$ cat config.mk
export PLATFORM = sky130hd
export DESIGN_NAME = instr_fetch_unit
export DESIGN_NICKNAME = d
export VERILOG_FILES = /design/src/rtl/instr_fetch_unit.sv
export SDC_FILE = /design/constraint.sdc
export NUM_CORES = 1
export LEC_CHECK = 0
export ABC_AREA = 1
export CORE_ASPECT_RATIO = 1.1
export CORE_MARGIN = 2
export CORE_UTILIZATION = 40
export DETAILED_ROUTE_END_ITERATION = 10
export GPL_ROUTABILITY_DRIVEN = 0
export MAX_ROUTING_LAYER = met4
export PLACE_DENSITY = 0.72
export SYNTH_ARGS = -nofsm -noshare
export SYNTH_HDL_FRONTEND = slang
export SYNTH_SLANG_ARGS = --single-unit
$ cat constraint.sdc
create_clock -name Clk -period 1.4 [get_ports Clk]
set_clock_uncertainty 0.1 [all_clocks]
set_input_delay 0.42 -clock Clk [delete_from_list [all_inputs] [get_ports Clk]]
set_output_delay 0.42 -clock Clk [all_outputs]
set_load 0.02 [all_outputs]
$ cat src/rtl/instr_fetch_unit.sv
// Instruction fetch stage: holds the PC, reads instruction memory over req/ack and
// hands instructions to the decoder over valid/ready. Define FETCH_PREFETCH_EN for a 2-entry prefetch buffer.
module instr_fetch_unit #(
    parameter int unsigned             PC_WIDTH    = 16,
    parameter int unsigned             INSTR_WIDTH = 16,
    parameter logic [PC_WIDTH-1:0]     RESET_PC    = '0
) (
    input  logic                   Clk,
    input  logic                   Reset,
    output logic                   MemReq,
    output logic [PC_WIDTH-1:0]    MemAddr,
    input  logic                   MemAck,
    input  logic [INSTR_WIDTH-1:0] MemData,
    output logic                   InstrValid,
    input  logic                   InstrReady,
    output logic [INSTR_WIDTH-1:0] Instr,
    output logic [PC_WIDTH-1:0]    InstrPC,
    input  logic                   Redirect,
    input  logic [PC_WIDTH-1:0]    RedirectPC
);

    localparam logic [1:0] ST_IDLE = 2'd0;
    localparam logic [1:0] ST_REQ  = 2'd1;
    localparam logic [1:0] ST_HOLD = 2'd2;

    localparam logic [PC_WIDTH-1:0] PC_ONE = {{(PC_WIDTH-1){1'b0}}, 1'b1};

    logic [1:0]             state_reg, state_next;
    logic [PC_WIDTH-1:0]    pc_reg, pc_next;
    logic                   start_reg;
    logic                   valid_reg, valid_next;
    logic [INSTR_WIDTH-1:0] instr_reg, instr_next;
    logic [PC_WIDTH-1:0]    instr_pc_reg, instr_pc_next;

`ifdef FETCH_PREFETCH_EN
    logic                   buf_valid_reg, buf_valid_next;
    logic [INSTR_WIDTH-1:0] buf_instr_reg, buf_instr_next;
    logic [PC_WIDTH-1:0]    buf_pc_reg, buf_pc_next;

    // Keep requesting until both the output register and the second entry are occupied.
    assign MemReq = (state_reg != ST_IDLE) && !(valid_reg && buf_valid_reg);
`else
    assign MemReq = (state_reg == ST_REQ);
`endif

    assign MemAddr    = pc_reg;
    assign InstrValid = valid_reg;
    assign Instr      = instr_reg;
    assign InstrPC    = instr_pc_reg;

    always_comb begin
        state_next    = state_reg;
        pc_next       = pc_reg;
        valid_next    = valid_reg;
        instr_next    = instr_reg;
        instr_pc_next = instr_pc_reg;
`ifdef FETCH_PREFETCH_EN
        buf_valid_next = buf_valid_reg;
        buf_instr_next = buf_instr_reg;
        buf_pc_next    = buf_pc_reg;
`endif
        if (Redirect) begin
            // Flush everything; any ack arriving this cycle belongs to the old stream.
            pc_next    = RedirectPC;
            valid_next = 1'b0;
            state_next = ST_REQ;
`ifdef FETCH_PREFETCH_EN
            buf_valid_next = 1'b0;
`endif
        end else if (state_reg == ST_IDLE) begin
            if (start_reg) begin
                state_next = ST_REQ;
            end
        end else begin
`ifdef FETCH_PREFETCH_EN
            if (valid_reg && InstrReady) begin
                if (buf_valid_reg) begin
                    instr_next     = buf_instr_reg;
                    instr_pc_next  = buf_pc_reg;
                    buf_valid_next = 1'b0;
                end else begin
                    valid_next = 1'b0;
                end
            end
            // Fill after draining so a simultaneous pop/push keeps FIFO order.
            if (MemReq && MemAck) begin
                pc_next = pc_reg + PC_ONE;
                if (!valid_next) begin
                    instr_next    = MemData;
                    instr_pc_next = pc_reg;
                    valid_next    = 1'b1;
                end else begin
                    buf_instr_next = MemData;
                    buf_pc_next    = pc_reg;
                    buf_valid_next = 1'b1;
                end
            end
            state_next = valid_next ? ST_HOLD : ST_REQ;
`else
            case (state_reg)
                ST_REQ: begin
                    if (MemAck) begin
                        instr_next    = MemData;
                        instr_pc_next = pc_reg;
                        valid_next    = 1'b1;
                        pc_next       = pc_reg + PC_ONE;
                        state_next    = ST_HOLD;
                    end
                end
                ST_HOLD: begin
                    if (InstrReady) begin
                        valid_next = 1'b0;
                        state_next = ST_REQ;
                    end
                end
                default: state_next = ST_IDLE;
            endcase
`endif
        end
    end

    always_ff @(posedge Clk or negedge Reset) begin
        if (!Reset) begin
            state_reg    <= ST_IDLE;
            pc_reg       <= RESET_PC;
            start_reg    <= 1'b0;
            valid_reg    <= 1'b0;
            instr_reg    <= '0;
            instr_pc_reg <= '0;
`ifdef FETCH_PREFETCH_EN
            buf_valid_reg <= 1'b0;
            buf_instr_reg <= '0;
            buf_pc_reg    <= '0;
`endif
        end else begin
            state_reg    <= state_next;
            pc_reg       <= pc_next;
            start_reg    <= 1'b1;
            valid_reg    <= valid_next;
            instr_reg    <= instr_next;
            instr_pc_reg <= instr_pc_next;
`ifdef FETCH_PREFETCH_EN
            buf_valid_reg <= buf_valid_next;
            buf_instr_reg <= buf_instr_next;
            buf_pc_reg    <= buf_pc_next;
`endif
        end
    end

endmodule
==> out/results.txt <==
post-layout min period -> 1.593 ns
Detailed Routing Iterations Pass 1 -> 4
pre-CTS WS -> -0.7617 ns
WHS -> 0.3865 ns
RSZ-0062 raised after global routing -> true
Leakage -> 0.002240 uW
CP Data Arrival Time -> 1.07 ns
Max Cap Viol -> 0
synth cell count leaders -> nand2_1, dfrtp_1, inv_1
worst-case vdd ir drop -> 0.7986 mV
Avg Cell Area, Syn -> 8.093 um2
outcome -> finished with violations
Cell variety after synth -> 31
routing usage on met3 -> 5.155%
top cells by area, synth -> dfrtp_1, nand2_1, nand3_1
post-synth top area share -> 50.88%
Ys Warns -> 0
antenna violations before repair -> 0
Critical Path RT -> 0.88 ns
# fillers -> 455
Port Buf Inserts -> 86
syn nets -> 354
DRC -> 0
initial core utilization -> 41.29%
Seq/Total Area, Yosys -> 50.88%
Cell Chain, Critical Path -> inv_2 -> nor2_4 -> buf_2
Sequential Area -> 1305 um2
synthesized cell area -> 2557 um2
Total Wirelength -> 8443 um
busiest metal layer after global routing -> met2
TritonCTS clock tree -> built
routed len/inst -> 15.16 um
Async S/R FF share, synth -> 100.0%
die area -> 7050 um2
Max Slew Vio Count -> 0
failing checks -> negative setup slack
via count of the routed design -> 2764
Final nets -> 514
largest net degree at the start of global routing -> 30
H-tree depth -> 2
overall routing resource usage -> 23.32%
Slowest-stage cell, CP -> dfrtp_1
Top FF cell, synth -> dfrtp_1
final setup margin -> -0.1932 ns
CP startpoint kind -> flip-flop
first-pass GRT wire length -> 12190 um
Setup CP Type -> flip-flop to primary output
Initial DRC Count -> 145
Yosys top cell by area -> dfrtp_1
Core Box Area -> 6193 um2
Clk Latency, worst-skew pair -> 0.31 ns
root buffer cell -> clkbuf_8
GR Util met2 -> 38.41%
hpwl dp -> 5038 um
Rows -> 30
Placed Cells -> 507
Sink Count -> 52
vias per cell -> 4.962
Die Height -> 87.87 um
Die X -> 80.24 um
Fin. Hold Viols -> 0
Critical Path Max Stage Delay -> 0.39 ns
n_diodes -> 0
critical path capture point type -> primary output
Cells after Synth -> 316
Fmax -> 0.6277 GHz
CTS buffer count -> 5
Max clock buf depth -> 2
layout cells sized above 1 -> 43.61%
Synth Register Bits -> 52
met1 global-route usage -> 28.67%
Worst-path clk slew -> 0.10 ns
Tcrit/Tclk final -> 113.8%
Multi-input gate area -> 1323 um2
Util after Layout -> 73.72%
Area growth syn-to-layout -> 78.52%
fin cells -> 557
Ports -> 87
pwr dens -> 1349 nW/um2
crit path max fanout -> 2
Hold Path Class -> flip-flop to flip-flop
EDFF count, synth -> 0
vias in the first global route -> 2643
post-route antenna net violation count -> 0
total gr overflow -> 0
Setup Viol. Count Final -> 57
most common cell in the synthesized netlist -> nand2_1
-- per-layer routing --
metal  vias up  wire length [um]  share of wire (%)
met2       125              4310                 51
met1      1308              3287                 39
li1       1312                 -                  -
met4         0               191                2.3
met3        19               655                7.8
met5         -                 0                  0
-- power breakdown --
part	switching [uW]	total [uW]	leakage, uW	internal (uW)
logic	1450	2960	0.00155	1510
clock network	508	1040	0.0000552	531
registers	300	2170	0.000636	1870
total	2260	6160	0.00224	3900
-- worst max-delay path, delay by kind of cell (launching register included) --
kind | cells | cell delay [ns]
flops | 1 | 0.39
buf+inv | 2 | 0.25
simple gates | 1 | 0.12
-- final timing paths --
path                              start         end  slack (ns)  cells after the start
max                        state_reg[0]      MemReq       -0.19                      3
min in group asynchronous         Reset  MemAddr[6]        0.43                      2
min                          InstrValid  InstrValid        0.39                      2
min reg2reg                  InstrValid  InstrValid        0.39                      2
max in group asynchronous         Reset  MemAddr[0]        0.34                      3
max reg2reg                state_reg[0]  MemAddr[3]       -0.16                      9
-- logic make-up after synthesis --
family | count (synthesis) | share of synthesized area [%]
fa+ha+maj | 1 | 0.4892
other cells | 1 | 0.1466
xor+xnor | 2 | 0.6851
simple gates | 182 | 31.51
flops | 52 | 50.88
buf+inv | 42 | 7.778
compound gates | 36 | 8.513
-- final cells by class --
cell class / instances / area share (%)
inverters: 30 / 2.658
clock buffers: 6 / 1.589
clock inverters: 2 / 0.7673
repair buffers: 164 / 35.24
multi-input cells: 223 / 28.97
well taps: 80 / 2.192
flip-flops and latches: 52 / 28.58
-- placed cells by master (no fill, tap or decap), types with 6 or more instances in the layout --
master,count
buf_2,11
buf_4,52
buf_6,58
clkdlybuf4s50_1,33
dfrtp_1,49
inv_1,23
nand2_1,94
nand2_2,14
nand2_4,10
nand3_1,14
nor2_1,14
nor2_2,6
nor2_4,11
o21ai_1,11
o21ai_2,9
-- through the flow --
| stage | TNS [ns] | total power, uW | cell area (um2) |
|---|---|---|---|
| 2_1_floorplan | 0 | 3154 | 2561 |
| 3_3_place_gp | -28.76 | 4328 | 3759 |
| 3_5_place_dp | -31.28 | 4387 | 3759 |
| 4_1_cts | -0.9538 | 5305 | 3900 |
| 5_1_grt | -6.314 | 6475 | 4566 |
| 6_report | -3.997 | 6161 | 4566 |
-- timing repair --
| action | in CTS | in global routing |
|---|---|---|
| gates resized for setup | 249 | 139 |
| gates cloned | 1 | 3 |
| setup buffers | 14 | 25 |
| pin swaps | 7 | 21 |
| hold buffers | 1 | 0 |
| hold endpoints to repair | 8 | 0 |
| endpoints found under the setup margin | 101 | 96 |
(Power assumes the default switching activity.)
